==> src/rtl/mult_arbiter.sv <==
// Round-robin scheduler sharing one parity-checked 16x16 signed multiplier
// between N_REQ clients; one operation in flight at a time.
module mult_arbiter #(
  parameter int unsigned N_REQ   = 4,
  parameter int unsigned TIMEOUT = 255,
  parameter int unsigned IDW     = $clog2(N_REQ)
) (
  input  logic                  clk,
  input  logic                  rst_n,
  input  logic [N_REQ-1:0]      cli_req,
  input  logic [16*N_REQ-1:0]   cli_arg_a,
  input  logic [N_REQ-1:0]      cli_arg_a_parity,
  input  logic [16*N_REQ-1:0]   cli_arg_b,
  input  logic [N_REQ-1:0]      cli_arg_b_parity,
  output logic [N_REQ-1:0]      cli_ack,
  output logic [N_REQ-1:0]      cli_result_rdy,
  output logic [31:0]           cli_result,
  output logic                  cli_result_parity,
  output logic                  cli_parity_error,
  output logic                  cli_timeout,
  output logic                  mult_req,
  output logic [15:0]           mult_arg_a,
  output logic [15:0]           mult_arg_b,
  output logic                  mult_arg_a_parity,
  output logic                  mult_arg_b_parity,
  input  logic                  mult_ack,
  input  logic [31:0]           mult_result,
  input  logic                  mult_result_parity,
  input  logic                  mult_result_rdy,
  input  logic                  mult_arg_parity_error,
  output logic                  busy,
  output logic [IDW-1:0]        grant_id
);

  localparam int unsigned CW = $clog2(TIMEOUT + 1);

  localparam logic [1:0] S_IDLE    = 2'd0;
  localparam logic [1:0] S_ISSUE   = 2'd1;
  localparam logic [1:0] S_WAIT    = 2'd2;
  localparam logic [1:0] S_DELIVER = 2'd3;

  logic [1:0]       state_q, state_d;
  logic [IDW-1:0]   last_grant_q, last_grant_d;
  logic [CW-1:0]    cnt_q, cnt_d;

  logic [N_REQ-1:0] ack_d, rdy_d;
  logic [31:0]      result_d;
  logic             rpar_d, perr_d, to_d, mreq_d, busy_d;
  logic [15:0]      arg_a_d, arg_b_d;
  logic             arg_a_par_d, arg_b_par_d;
  logic [IDW-1:0]   grant_d;

  logic [IDW-1:0]   win, hi_idx, lo_idx;
  logic             hi_found;
  logic [15:0]      sel_a, sel_b;
  logic             sel_a_par, sel_b_par;

  // Round-robin pick: lowest requester above last_grant, else lowest overall.
  always_comb begin
    hi_found  = 1'b0;
    hi_idx    = '0;
    lo_idx    = '0;
    sel_a     = '0;
    sel_b     = '0;
    sel_a_par = 1'b0;
    sel_b_par = 1'b0;
    for (int j = int'(N_REQ) - 1; j >= 0; j--) begin
      if (cli_req[j]) begin
        lo_idx = IDW'(j);
        if (IDW'(j) > last_grant_q) begin
          hi_found = 1'b1;
          hi_idx   = IDW'(j);
        end
      end
    end
    win = hi_found ? hi_idx : lo_idx;
    for (int j = 0; j < int'(N_REQ); j++) begin
      if (IDW'(j) == win) begin
        sel_a     = cli_arg_a[16*j +: 16];
        sel_b     = cli_arg_b[16*j +: 16];
        sel_a_par = cli_arg_a_parity[j];
        sel_b_par = cli_arg_b_parity[j];
      end
    end
  end

  // Next-state and next-output logic; outputs are loaded on state transitions.
  always_comb begin
    state_d      = state_q;
    last_grant_d = last_grant_q;
    cnt_d        = cnt_q;
    ack_d        = '0;
    rdy_d        = '0;
    result_d     = cli_result;
    rpar_d       = cli_result_parity;
    perr_d       = cli_parity_error;
    to_d         = cli_timeout;
    mreq_d       = mult_req;
    arg_a_d      = mult_arg_a;
    arg_b_d      = mult_arg_b;
    arg_a_par_d  = mult_arg_a_parity;
    arg_b_par_d  = mult_arg_b_parity;
    grant_d      = grant_id;

    case (state_q)
      S_IDLE: begin
        if (|cli_req) begin
          ack_d       = N_REQ'(1) << win;
          grant_d     = win;
          arg_a_d     = sel_a;
          arg_b_d     = sel_b;
          arg_a_par_d = sel_a_par;
          arg_b_par_d = sel_b_par;
          mreq_d      = 1'b1;
          cnt_d       = '0;
          state_d     = S_ISSUE;
        end
      end
      S_ISSUE, S_WAIT: begin
        cnt_d = cnt_q + CW'(1);
        if ((state_q == S_ISSUE) && mult_ack && !mult_result_rdy) begin
          mreq_d  = 1'b0;
          state_d = S_WAIT;
        end
        if (mult_result_rdy && ((state_q == S_WAIT) || mult_ack)) begin
          mreq_d   = 1'b0;
          rdy_d    = N_REQ'(1) << grant_id;
          result_d = mult_result;
          rpar_d   = mult_result_parity;
          perr_d   = mult_arg_parity_error;
          to_d     = 1'b0;
          state_d  = S_DELIVER;
        end else if (cnt_q == CW'(TIMEOUT - 1)) begin
          // Abort: the client still gets a result pulse, flagged as timed out.
          mreq_d   = 1'b0;
          rdy_d    = N_REQ'(1) << grant_id;
          result_d = '0;
          rpar_d   = 1'b0;
          perr_d   = 1'b0;
          to_d     = 1'b1;
          state_d  = S_DELIVER;
        end
      end
      S_DELIVER: begin
        last_grant_d = grant_id;
        state_d      = S_IDLE;
      end
      default: state_d = S_IDLE;
    endcase

    busy_d = (state_d != S_IDLE);
  end

  always_ff @(posedge clk or negedge rst_n) begin
    if (!rst_n) begin
      state_q           <= S_IDLE;
      last_grant_q      <= IDW'(N_REQ - 1);
      cnt_q             <= '0;
      cli_ack           <= '0;
      cli_result_rdy    <= '0;
      cli_result        <= '0;
      cli_result_parity <= 1'b0;
      cli_parity_error  <= 1'b0;
      cli_timeout       <= 1'b0;
      mult_req          <= 1'b0;
      mult_arg_a        <= '0;
      mult_arg_b        <= '0;
      mult_arg_a_parity <= 1'b0;
      mult_arg_b_parity <= 1'b0;
      busy              <= 1'b0;
      grant_id          <= '0;
    end else begin
      state_q           <= state_d;
      last_grant_q      <= last_grant_d;
      cnt_q             <= cnt_d;
      cli_ack           <= ack_d;
      cli_result_rdy    <= rdy_d;
      cli_result        <= result_d;
      cli_result_parity <= rpar_d;
      cli_parity_error  <= perr_d;
      cli_timeout       <= to_d;
      mult_req          <= mreq_d;
      mult_arg_a        <= arg_a_d;
      mult_arg_b        <= arg_b_d;
      mult_arg_a_parity <= arg_a_par_d;
      mult_arg_b_parity <= arg_b_par_d;
      busy              <= busy_d;
      grant_id          <= grant_d;
    end
  end

endmodule

==> config.mk <==
export PLATFORM = sky130hd
export DESIGN_NAME = mult_arbiter
export DESIGN_NICKNAME = d
export VERILOG_FILES = /design/src/rtl/mult_arbiter.sv
export SDC_FILE = /design/constraint.sdc
export NUM_CORES = 1
export LEC_CHECK = 0
export CAP_MARGIN = 15
export CORE_UTILIZATION = 50
export DETAILED_ROUTE_END_ITERATION = 10
export DONT_BUFFER_PORTS = 1
export PLACE_DENSITY = 0.62
export SYNTH_ARGS = -nofsm -noshare
export SYNTH_HDL_FRONTEND = slang
export SYNTH_SLANG_ARGS = --single-unit
==> constraint.sdc <==
create_clock -name clk -period 3.3 [get_ports clk]
set_input_delay 0.66 -clock clk [delete_from_list [all_inputs] [get_ports clk]]
set_output_delay 0.66 -clock clk [all_outputs]
set_load 0.01 [all_outputs]
Word level (Yosys, flattened, before mapping)
Index checks and enable logic that the tools add are counted.
{"block": "op_classes", "n_shift": 2, "n_addsub": 1, "reduce_logical": 16, "n_eq_ne": 9, "mux": 61, "n_lt_le_gt_ge": 4}
{"operator": "$mux W16", "count": 8}
{"operator": "$mux W32", "count": 2}
{"operator": "$mux W2", "count": 17}
{"operator": "$mux W1", "count": 25}
{"operator": "$mux W4", "count": 5}
{"operator": "$pmux W8 S2", "count": 1}
{"operator": "$add A8 B1 Y8 const B", "count": 1}
{"operator": "$eq A8 B8 Y1 const B", "count": 1}
{"operator": "$mux W8", "count": 1}
{"operator": "$shl A1 B2 Y4 const A", "count": 2}
{"operator": "$pmux W2 S3", "count": 1}
{"operator": "$reduce_and A2 Y1", "count": 3}
{"operator": "$reduce_bool A2 Y1", "count": 3}
{"operator": "$eq A2 B2 Y1 const A", "count": 2}
{"operator": "$eq A2 B2 Y1 const B", "count": 2}
{"operator": "$gt A1 B2 Y1 const A", "count": 2}
{"operator": "$gt A2 B2 Y1 const A", "count": 2}
{"operator": "$logic_not A2 Y1", "count": 2}
{"operator": "$ne A4 B4 Y1 const B", "count": 1}
{"operator": "$reduce_or A4 Y1", "count": 1}
{"operator": "$logic_and A1 B1 Y1", "count": 3}
{"operator": "$reduce_and A3 Y1", "count": 1}
{"operator": "$eq A1 B2 Y1 const A", "count": 1}
{"operator": "$eq A2 B1 Y1 const B", "count": 1}
{"operator": "5 further kinds", "count": 5}
{"block": "totals", "ff_bits": 93, "wordCells": 109, "input_bits": 178, "output_inout_bits": 81}

Longest topological paths before layout
Gate-level depths: netlist (run 1).
{"block": "depth", "word_depth": 15, "mapped_depth": 8, "mapped_depth_nobuf": 7}

Worst setup path after synthesis (run 1)
No wires, ideal clock.
{"block": "synth_timing", "path_type": "register to register", "from": "register last_grant_q[1]", "to": "register mult_arg_a[0]", "n_path_buf": 3, "required_time_ns": 3.172, "period_less_slack_ns": 1.966, "arrival_ns": 1.838, "setup_time_ns": 0.128, "setup_slack_ns": 1.334, "stages_incl_launch_ff": 9, "path_cell_list": "dfstp_2 -> buf_6 -> mux2_4 -> a22oi_4 -> and2_1 -> buf_6 -> buf_4 -> mux2i_1 -> o22ai_1"}
{"block": "synth_via", "elab_chain_len": 15, "word_cells_on_any_way": 29, "cone_classes": "order compare: 4; eq/ne: 3; mux: 21; reduce/logical: 1"}
{"item": "start: declaration", "line": "43", "source": "logic [IDW-1:0] last_grant_q, last_grant_d;"}
{"item": "start signal: assignment", "line": "157", "source": "last_grant_q <= IDW'(N_REQ - 1);"}
{"item": "start signal: assignment", "line": "174", "source": "last_grant_q <= last_grant_d;"}
{"item": "$gt A2 B2 Y1", "line": "70", "source": "if (IDW'(j) > last_grant_q) begin"}
{"item": "$mux W2 / $mux W1 (equally long branches)", "line": "70"}
{"item": "$mux W2 / $mux W1 (equally long branches)", "line": "68", "source": "if (cli_req[j]) begin"}
{"item": "$mux W2 / $mux W1 (equally long branches)", "line": "70"}
{"item": "$mux W2 / $mux W1 (equally long branches)", "line": "68"}
{"item": "$mux W2 / $mux W1 (equally long branches)", "line": "70"}
{"item": "$mux W2 / $mux W1 (equally long branches)", "line": "68"}
{"item": "$mux W2 / $mux W1 (equally long branches)", "line": "70"}
{"item": "$mux W2 / $mux W1 (equally long branches)", "line": "68"}
{"item": "$mux W2 *", "line": "76", "source": "win = hi_found ? hi_idx : lo_idx;"}
{"item": "$logic_not A2 Y1", "line": "78", "source": "if (IDW'(j) == win) begin"}
{"item": "$mux W16 (3 in series)", "line": "78"}
{"item": "$mux W16 *", "line": "78"}
{"item": "end signal: assignment", "line": "183", "source": "mult_arg_a <= arg_a_d;"}
{"item": "end: declaration", "line": "22", "source": "output logic [15:0] mult_arg_a,"}
Every way passes the cells marked *; elsewhere a longest branch is shown, timed or not.
A chain may end at the register's enable or synchronous reset.

Worst setup path after layout (run 1)
{"block": "layout_timing", "from": "register last_grant_q[1]", "to": "register mult_arg_a[4]"}
The elaborated chain is that of the path after synthesis.

==> run_summary.xml, run 1 <==
<?xml version="1.0" encoding="UTF-8"?>
<metrics>
  <group name="setup_path">
    <metric name="worst_r2r_startpoint" unit="">last_grant_q[1]$_DFFE_PN1N_</metric>
    <metric name="crit_path_start_kind" unit="">flip-flop</metric>
    <metric name="critPathCaptureType" unit="">flip-flop</metric>
    <metric name="crit_path_start" unit="">last_grant_q[1]$_DFFE_PN1N_</metric>
    <metric name="worst-setup-path-type" unit="">flip-flop to flip-flop</metric>
    <metric name="critical_path_required" unit="ns">3.55</metric>
    <metric name="crit_path_max_fanout" unit="">34</metric>
    <metric name="worstPathArrival" unit="ns">2.69</metric>
  </group>
  <group name="clock_network">
    <metric name="clk_pin_slew" unit="ns">0.10</metric>
    <metric name="cts-resized-gates" unit="">0</metric>
    <metric name="library_cell_used_as_clock_root_buffer" unit="">sky130_fd_sc_hd__clkbuf_8</metric>
    <metric name="cts.sinks" unit="">93</metric>
    <metric name="count_of_buffers_added_by_post_cts_timing_repair_for_setup" unit="">0</metric>
    <metric name="cts_inserted_buffers" unit="">9</metric>
    <metric name="tritoncts_clock_tree" unit="">done</metric>
    <metric name="clock_tree.buffer_depth" unit="">2</metric>
    <metric name="cts_max_level" unit="">3</metric>
    <metric name="insertion_delay" unit="ns">0.37</metric>
  </group>
  <group name="synth">
    <metric name="postSynth.topFlopCell" unit="">sky130_fd_sc_hd__dfrtp_1</metric>
    <metric name="yosys_warnings" unit="">0</metric>
    <metric name="synth.yosys.seq_area_share" unit="%">48.91</metric>
    <metric name="postSynthAreaPerCell" unit="sq um">10.78</metric>
    <metric name="synth-async-reset-ratio" unit="%">100.0</metric>
    <metric name="synthesis.instances" unit="">442</metric>
    <metric name="synth-adder-area-share" unit="%">1.839</metric>
    <metric name="synth-compound-area-share" unit="%">27.21</metric>
    <metric name="synth_fp_nets" unit="">627</metric>
    <metric name="postSynthRegisterBits" unit="">93</metric>
    <metric name="synth_top_family_by_area" unit="">compound AO/OA/AOI/OAI gates</metric>
    <metric name="synth-xor-area-share" unit="%">0.3677</metric>
    <metric name="post_synth_num_cell_types" unit="">46</metric>
    <metric name="mappedNetlistArea" unit="sq um">4763</metric>
    <metric name="synth_enable_flop_cells" unit="">0</metric>
    <metric name="synthMuxAreaShare" unit="%">7.906</metric>
    <metric name="yosys.area_share.simple" unit="%">9.693</metric>
  </group>
  <group name="place">
    <metric name="gp_routability_congestion" unit="">0.7895</metric>
    <metric name="post-dp-hpwl" unit="um">8276</metric>
    <metric name="detailedPlace.worstSlack" unit="ns">0.9016</metric>
    <metric name="place.port_buffers" unit="">0</metric>
  </group>
  <group name="global_routing">
    <metric name="number_of_antenna_violations_at_the_first_check_in_global_routing" unit="">0</metric>
    <metric name="grt_pass1_wl" unit="um">17950</metric>
    <metric name="grt_pass1_vias" unit="">3492</metric>
    <metric name="globalRouteOverflowTotal" unit="">0</metric>
    <metric name="grt_util_all_layers" unit="%">23.37</metric>
    <metric name="largest_net_degree_at_the_start_of_global_routing" unit="">92</metric>
  </group>
  <group name="route">
    <metric name="vias" unit="">3580</metric>
    <metric name="final_antenna_net_count" unit="">0</metric>
    <metric name="first_pass_iters" unit="">5</metric>
    <metric name="wl" unit="um">11630</metric>
    <metric name="routedWlPerCell" unit="um">20.47</metric>
    <metric name="avgViaCountPerCell" unit="">6.303</metric>
    <metric name="drt_iter0_markers" unit="">138</metric>
    <metric name="drcViolationCount" unit="">0</metric>
  </group>
  <group name="cells_and_area">
    <metric name="finish.net_count" unit="">619</metric>
    <metric name="layout_common_cells" unit="">91 x sky130_fd_sc_hd__dfrtp_1, 46 x sky130_fd_sc_hd__nor2_1, 35 x sky130_fd_sc_hd__mux2i_1, 34 x sky130_fd_sc_hd__a22o_1, 29 x sky130_fd_sc_hd__o21ai_0</metric>
    <metric name="antenna_cells_inserted" unit="">0</metric>
    <metric name="post_route_cells_drive_above_1_share" unit="%">11.85</metric>
    <metric name="layout-area-overhead-vs-synth" unit="%">6.777</metric>
    <metric name="fillerInstances" unit="">798</metric>
    <metric name="layout.cells.most_common" unit="">sky130_fd_sc_hd__dfrtp_1</metric>
  </group>
  <group name="timing">
    <metric name="tightestPinTransition" unit="ns">0.9279</metric>
    <metric name="maxSlewViolCount" unit="">0</metric>
    <metric name="finalSetupViolations" unit="">0</metric>
    <metric name="fmax" unit="GHz">0.4110</metric>
    <metric name="final_min_period_over_clock_period" unit="%">73.73</metric>
    <metric name="skew" unit="ns">0.01525</metric>
    <metric name="final.hold.worst_slack" unit="ns">0.1287</metric>
    <metric name="time_the_worst_path_needs_with_i_o_delays_and_setup" unit="ns">2.433</metric>
    <metric name="tns" unit="ns">0</metric>
    <metric name="hold_violations" unit="">0</metric>
    <metric name="maxSlewHeadroom" unit="%">37.80</metric>
    <metric name="finalWorstSetupSlack" unit="ns">0.8669</metric>
    <metric name="rsz0062_at_grt" unit="">no</metric>
  </group>
  <group name="floorplanning">
    <metric name="row_count" unit="">35</metric>
    <metric name="die_h" unit="um">99.61</metric>
    <metric name="initial_core_util" unit="%">51.55</metric>
    <metric name="io_pins" unit="">259</metric>
    <metric name="dieWidth" unit="um">99.61</metric>
    <metric name="core" unit="sq um">9240</metric>
    <metric name="floorplan.die_area" unit="sq um">9921</metric>
  </group>
  <group name="power_and_ir_drop">
    <metric name="p_int" unit="mW">2.825</metric>
    <metric name="switching_power_as_a_share_of_total_power" unit="%">44.15</metric>
    <metric name="combPwrFrac" unit="%">39.6</metric>
    <metric name="share_seq_of_total_power" unit="%">45.5</metric>
    <metric name="power" unit="mW">5.059</metric>
    <metric name="fraction_of_power_consumed_by_the_clock_network" unit="%">15.0</metric>
    <metric name="vdd_ir_drop_max" unit="mV">0.4380</metric>
    <metric name="power.density_cell_area" unit="nW/um^2">994.6</metric>
    <metric name="p_leak" unit="nW">2.098</metric>
    <metric name="switchingPower" unit="mW">2.233</metric>
  </group>
  <group name="outcome">
    <metric name="status" unit="">completed</metric>
  </group>
  <group name="hold_path">
    <metric name="timing.hold.worst.class" unit="">primary input to asynchronous set/reset pin</metric>
  </group>
  <group name="job">
    <metric name="cap_violations" unit="">0</metric>
  </group>
</metrics>
-- sequential cells by signal, summed over array words and instances (netlist names) --
register and cells:
mult_arg_a 16, mult_arg_a_parity 1, mult_arg_b_parity 1, mult_req 1, cli_result 32, cli_result_parity 1
cli_ack 4, grant_id 2, busy 1, last_grant_q 2, cli_parity_error 1, mult_arg_b 16
cnt_q 8, cli_timeout 1, state_q 2, cli_result_rdy 4
-- layout make-up --
class                   instances  area, sq um  share of cell area (%)
multi-input cells             312         2251                   44.26
flip-flops and latches         93         2330                   45.81
clock buffers                   9        123.9                   2.435
repair buffers                 11        115.1                   2.263
well taps                     129        161.4                   3.173
clock inverters                 7        78.83                   1.550
inverters                       7        26.28                  0.5166
-- final timing paths --
check                           slack, ns                     endpoint  cells after the start
worst max-delay path                 0.87    mult_arg_a[4]$_DFFE_PN0P_                      6
worst min-delay path                 0.13  last_grant_q[1]$_DFFE_PN1N_                      0
worst max register to register       0.87    mult_arg_a[4]$_DFFE_PN0P_                      6
worst min register to register       0.55         cnt_q[6]$_DFFE_PN0P_                      2
max in group asynchronous            2.73   cli_result[24]$_DFFE_PN0P_                      1
min in group clk                     0.41   cli_result[15]$_DFFE_PN0P_                      1
-- cell usage after synthesis, types with 2 or more instances --
library cell,instances,area [sq um]
sky130_fd_sc_hd__a211oi_1,23,172.7
sky130_fd_sc_hd__a211oi_2,10,125.1
sky130_fd_sc_hd__a21boi_0,16,120.1
sky130_fd_sc_hd__a21o_1,2,15.01
sky130_fd_sc_hd__a21oi_1,9,45.04
sky130_fd_sc_hd__a221oi_1,19,166.4
sky130_fd_sc_hd__a22o_1,34,297.8
sky130_fd_sc_hd__and2_1,5,31.28
sky130_fd_sc_hd__and3_1,3,18.77
sky130_fd_sc_hd__buf_4,4,30.03
sky130_fd_sc_hd__buf_6,3,33.78
sky130_fd_sc_hd__clkbuf_1,21,78.83
sky130_fd_sc_hd__dfrtp_1,91,2277
sky130_fd_sc_hd__dfstp_2,2,52.55
sky130_fd_sc_hd__ha_1,7,87.58
sky130_fd_sc_hd__inv_1,7,26.28
sky130_fd_sc_hd__mux2i_1,35,350.3
sky130_fd_sc_hd__nand2_1,15,56.30
sky130_fd_sc_hd__nand2b_1,3,18.77
sky130_fd_sc_hd__nand3_1,3,15.01
sky130_fd_sc_hd__nor2_1,48,180.2
sky130_fd_sc_hd__nor2b_1,2,12.51
sky130_fd_sc_hd__nor3_1,5,25.02
sky130_fd_sc_hd__nor3b_1,3,22.52
sky130_fd_sc_hd__o21ai_0,29,145.1
sky130_fd_sc_hd__o21ai_1,4,20.02
sky130_fd_sc_hd__o22ai_1,18,112.6
sky130_fd_sc_hd__o31ai_1,2,15.01
sky130_fd_sc_hd__xnor2_1,2,17.52
-- layer usage --
metal | share of wire (%) | vias up | track usage (%)
li1 | - | 1658 | -
met4 | 2.2 | 0 | 10.18
met2 | 48 | 186 | 37.50
met1 | 42 | 1715 | 29.68
met3 | 7.8 | 21 | 6.535
met5 | 0 | - | 0
-- through the flow --
step           std cells  utilization, %  cell area [sq um]
3_5_place_dp         551           52.55               4856
2_1_floorplan        442               -               4763
5_1_grt              568           55.04               5086
4_1_cts              568           55.04               5086
3_3_place_gp         551           52.55               4856
6_report             568           55.04               5086
-- power by group through the flow --
stage	logic, mW	registers (mW)	clock network [mW]
after global routing	2.24	2.36	0.826
after CTS	2.02	2.30	0.783
after detailed placement	1.99	2.31	0
after global placement	1.92	2.31	0
after floorplan	1.68	2.16	0
final	2.00	2.30	0.756
-- logic make-up (layout without fill, tap and decap cells) --
logic type               Yosys count  count (layout)
XOR/XNOR                           2               2
flip-flops                        93              93
AND/OR/NAND/NOR                   95              95
buffers and inverters             37              34
multiplexers                      37              37
adder cells (fa/ha/maj)            7               7
AO/OA/AOI/OAI                    171             171
-- worst max-delay path: stages (launching register included) --
cell and delay, ns:
sky130_fd_sc_hd__dfstp_2 0.65, sky130_fd_sc_hd__mux2_4 0.33, sky130_fd_sc_hd__a22oi_4 0.34, sky130_fd_sc_hd__and2_2 0.33, sky130_fd_sc_hd__buf_12 0.26, sky130_fd_sc_hd__mux2i_1 0.27
sky130_fd_sc_hd__o22ai_1 0.11
-- what timing repair did --
item / 4_1_cts / 5_1_grt
endpoints found under the hold margin: 91 / 0
hold buffers: 1 / 0
setup endpoints to repair: 0 / 0
Power figures use the tool's default switching activity.
==> run 2, diff against run 1 <==
Clock period 3.3 ns to 2.4 ns, I/O delays scaled along.
==> run 2 against run 1 <==
Against the previous run:
- the run now ends with negative hold slack left
- sequential power rose by 37%
- worst setup slack got worse by 0.58 ns
- utilization barely moved
- final cell count rose by 0.18%
- die area did not move
- count of clock-buffer cells in the layout did not move
- hold slack got worse by 0.33 ns
- cell area barely moved
- non-clock buffer count rose by 1
- critical path depth did not move
- fmax rose by 15%
- total power rose by 38%
- highest routed layer unchanged
==> run_summary.xml, run 2 (same netlist as run 1, synthesis figures left out) <==
<?xml version="1.0" encoding="UTF-8"?>
<metrics>
  <group name="timing">
    <metric name="hold_violations" unit="">93</metric>
    <metric name="tightestPinTransition" unit="ns">0.6240</metric>
    <metric name="final.hold.worst_slack" unit="ns">-0.2044</metric>
    <metric name="finalWorstSetupSlack" unit="ns">0.2894</metric>
    <metric name="fmax" unit="GHz">0.4738</metric>
    <metric name="time_the_worst_path_needs_with_i_o_delays_and_setup" unit="ns">2.111</metric>
    <metric name="rsz0062_at_grt" unit="">no</metric>
    <metric name="tns" unit="ns">0</metric>
    <metric name="maxSlewHeadroom" unit="%">58.30</metric>
    <metric name="skew" unit="ns">0.01511</metric>
    <metric name="maxSlewViolCount" unit="">0</metric>
    <metric name="finalSetupViolations" unit="">0</metric>
    <metric name="final_min_period_over_clock_period" unit="%">87.94</metric>
  </group>
  <group name="global_routing">
    <metric name="grt_pass1_vias" unit="">3468</metric>
    <metric name="grt_util_all_layers" unit="%">22.66</metric>
    <metric name="largest_net_degree_at_the_start_of_global_routing" unit="">94</metric>
    <metric name="number_of_antenna_violations_at_the_first_check_in_global_routing" unit="">0</metric>
    <metric name="globalRouteOverflowTotal" unit="">0</metric>
    <metric name="grt_pass1_wl" unit="um">17440</metric>
  </group>
  <group name="route">
    <metric name="routedWlPerCell" unit="um">20.30</metric>
    <metric name="avgViaCountPerCell" unit="">6.339</metric>
    <metric name="first_pass_iters" unit="">4</metric>
    <metric name="vias" unit="">3607</metric>
    <metric name="wl" unit="um">11550</metric>
    <metric name="drt_iter0_markers" unit="">120</metric>
    <metric name="drcViolationCount" unit="">0</metric>
    <metric name="final_antenna_net_count" unit="">0</metric>
  </group>
  <group name="job">
    <metric name="cap_violations" unit="">0</metric>
  </group>
  <group name="floorplanning">
    <metric name="io_pins" unit="">259</metric>
    <metric name="core" unit="sq um">9240</metric>
    <metric name="initial_core_util" unit="%">51.55</metric>
    <metric name="die_h" unit="um">99.61</metric>
    <metric name="floorplan.die_area" unit="sq um">9921</metric>
    <metric name="row_count" unit="">35</metric>
    <metric name="dieWidth" unit="um">99.61</metric>
  </group>
  <group name="clock_network">
    <metric name="clock_tree.buffer_depth" unit="">2</metric>
    <metric name="count_of_buffers_added_by_post_cts_timing_repair_for_setup" unit="">0</metric>
    <metric name="cts.sinks" unit="">93</metric>
    <metric name="tritoncts_clock_tree" unit="">done</metric>
    <metric name="cts-resized-gates" unit="">0</metric>
    <metric name="cts_max_level" unit="">3</metric>
    <metric name="clk_pin_slew" unit="ns">0.11</metric>
    <metric name="library_cell_used_as_clock_root_buffer" unit="">sky130_fd_sc_hd__clkbuf_8</metric>
    <metric name="cts_inserted_buffers" unit="">9</metric>
    <metric name="insertion_delay" unit="ns">0.37</metric>
  </group>
  <group name="cells_and_area">
    <metric name="finish.net_count" unit="">620</metric>
    <metric name="largest_register_ff_count" unit="">32</metric>
    <metric name="final_core_util" unit="%">55.02</metric>
    <metric name="layout.area.seq" unit="sq um">2330</metric>
    <metric name="regMostFlops" unit="">cli_result</metric>
    <metric name="post_route_cells_drive_above_1_share" unit="%">12.05</metric>
    <metric name="multi_input_area" unit="sq um">2251</metric>
    <metric name="layout-area-overhead-vs-synth" unit="%">6.725</metric>
    <metric name="antenna_cells_inserted" unit="">0</metric>
    <metric name="layout_common_cells" unit="">91 x sky130_fd_sc_hd__dfrtp_1, 46 x sky130_fd_sc_hd__nor2_1, 35 x sky130_fd_sc_hd__mux2i_1, 34 x sky130_fd_sc_hd__a22o_1, 29 x sky130_fd_sc_hd__o21ai_0</metric>
    <metric name="fillerInstances" unit="">814</metric>
    <metric name="layout.cells.most_common" unit="">sky130_fd_sc_hd__dfrtp_1</metric>
    <metric name="layout_top_registers" unit="">cli_result: 32 flops, mult_arg_a: 16 flops, mult_arg_b: 16 flops</metric>
    <metric name="final_cell_count_no_fill" unit="">569</metric>
  </group>
  <group name="power_and_ir_drop">
    <metric name="p_leak" unit="nW">2.099</metric>
    <metric name="power.density_cell_area" unit="nW/um^2">1370</metric>
    <metric name="power" unit="mW">6.967</metric>
    <metric name="switchingPower" unit="mW">3.060</metric>
    <metric name="share_seq_of_total_power" unit="%">45.3</metric>
    <metric name="vdd_ir_drop_max" unit="mV">0.5686</metric>
    <metric name="fraction_of_power_consumed_by_the_clock_network" unit="%">15.3</metric>
    <metric name="p_int" unit="mW">3.906</metric>
    <metric name="switching_power_as_a_share_of_total_power" unit="%">43.93</metric>
    <metric name="combPwrFrac" unit="%">39.4</metric>
  </group>
  <group name="setup_path">
    <metric name="worst_path_max_delay_cell" unit="">sky130_fd_sc_hd__dfstp_2</metric>
    <metric name="crit_path_max_fanout" unit="">50</metric>
    <metric name="critPathCaptureType" unit="">flip-flop</metric>
    <metric name="reg2reg_slack" unit="ns">0.29</metric>
    <metric name="worst-path-stages" unit="">6</metric>
    <metric name="worst-setup-path-type" unit="">flip-flop to flip-flop</metric>
    <metric name="path_cells" unit="">mux2_4, a22oi_4, and2_2, buf_12, mux2i_1, a211oi_1</metric>
    <metric name="cp.buffers_inverters" unit="">1</metric>
    <metric name="cp_slowest_stage_delay" unit="ns">0.65</metric>
    <metric name="crit_path_start_kind" unit="">flip-flop</metric>
    <metric name="worstPathArrival" unit="ns">2.35</metric>
    <metric name="critical_path_required" unit="ns">2.64</metric>
    <metric name="worst_path_dominant_cell_family" unit="">flip-flops</metric>
    <metric name="worstRegToRegCells" unit="">6</metric>
  </group>
  <group name="place">
    <metric name="post-dp-hpwl" unit="um">8143</metric>
    <metric name="place.port_buffers" unit="">0</metric>
    <metric name="placedCellCount" unit="">553</metric>
    <metric name="gp_routability_congestion" unit="">0.8096</metric>
    <metric name="detailedPlace.worstSlack" unit="ns">0.2737</metric>
  </group>
  <group name="outcome">
    <metric name="violations" unit="">negative hold slack</metric>
    <metric name="status" unit="">finished with violations</metric>
  </group>
  <group name="hold_path">
    <metric name="timing.hold.worst.class" unit="">primary input to asynchronous set/reset pin</metric>
  </group>
</metrics>
[run 2: worst reg2reg max path: cells and delay by family, from the launching register on]
family | cells | cell delay, ns
DFF | 1 | 0.65
muxes | 2 | 0.63
buffers and inverters | 1 | 0.29
AOI/OAI and AO/OA | 2 | 0.23
and+or+nand+nor | 1 | 0.19
[run 2: final cells by class]
| cell class | instances | share of cell area, % |
|---|---|---|
| flip-flops and latches | 93 | 45.83 |
| multi-input cells | 312 | 44.28 |
| well taps | 129 | 3.175 |
| clock buffers | 9 | 2.437 |
| repair buffers | 12 | 2.018 |
| clock inverters | 7 | 1.747 |
| inverters | 7 | 0.5169 |
[run 2: path summary, 6_finish.rpt]
kind                                              from                           to
hold / removal                                   rst_n         cnt_q[2]$_DFFE_PN0P_
min in group clk                       mult_result[12]   cli_result[12]$_DFFE_PN0P_
setup / recovery           last_grant_q[1]$_DFFE_PN1N_    mult_arg_b[0]$_DFFE_PN0P_
setup reg to reg           last_grant_q[1]$_DFFE_PN1N_    mult_arg_b[0]$_DFFE_PN0P_
hold reg to reg                   cnt_q[7]$_DFFE_PN0P_         cnt_q[7]$_DFFE_PN0P_
max in group asynchronous                        rst_n  last_grant_q[1]$_DFFE_PN1N_
[run 2: through the flow]
| step | area [sq um] | hold WS (ns) |
|---|---|---|
| global placement | 4871 | 0.1863 |
| CTS | 5084 | -0.2206 |
| global route | 5084 | -0.2235 |
| finish | 5084 | -0.2044 |
| detailed placement | 4871 | 0.1866 |
| floorplan | 4763 | 0.1844 |
[run 2: metal layers]
layer	global-route usage [%]	wire [um]
met3	5.622	992
met2	36.86	5540
met1	29.20	4776
met4	8.937	241
met5	0	0
[run 2: power groups by stage]
| stage | Combinational [mW] | Clock, mW | Sequential (mW) |
|---|---|---|---|
| final | 2.74 | 1.07 | 3.16 |
| after floorplan | 2.31 | 0 | 2.97 |
| after detailed placement | 2.78 | 0 | 3.18 |
| after global placement | 2.66 | 0 | 3.18 |
| after CTS | 2.77 | 1.11 | 3.17 |
| after global routing | 3.07 | 1.16 | 3.24 |
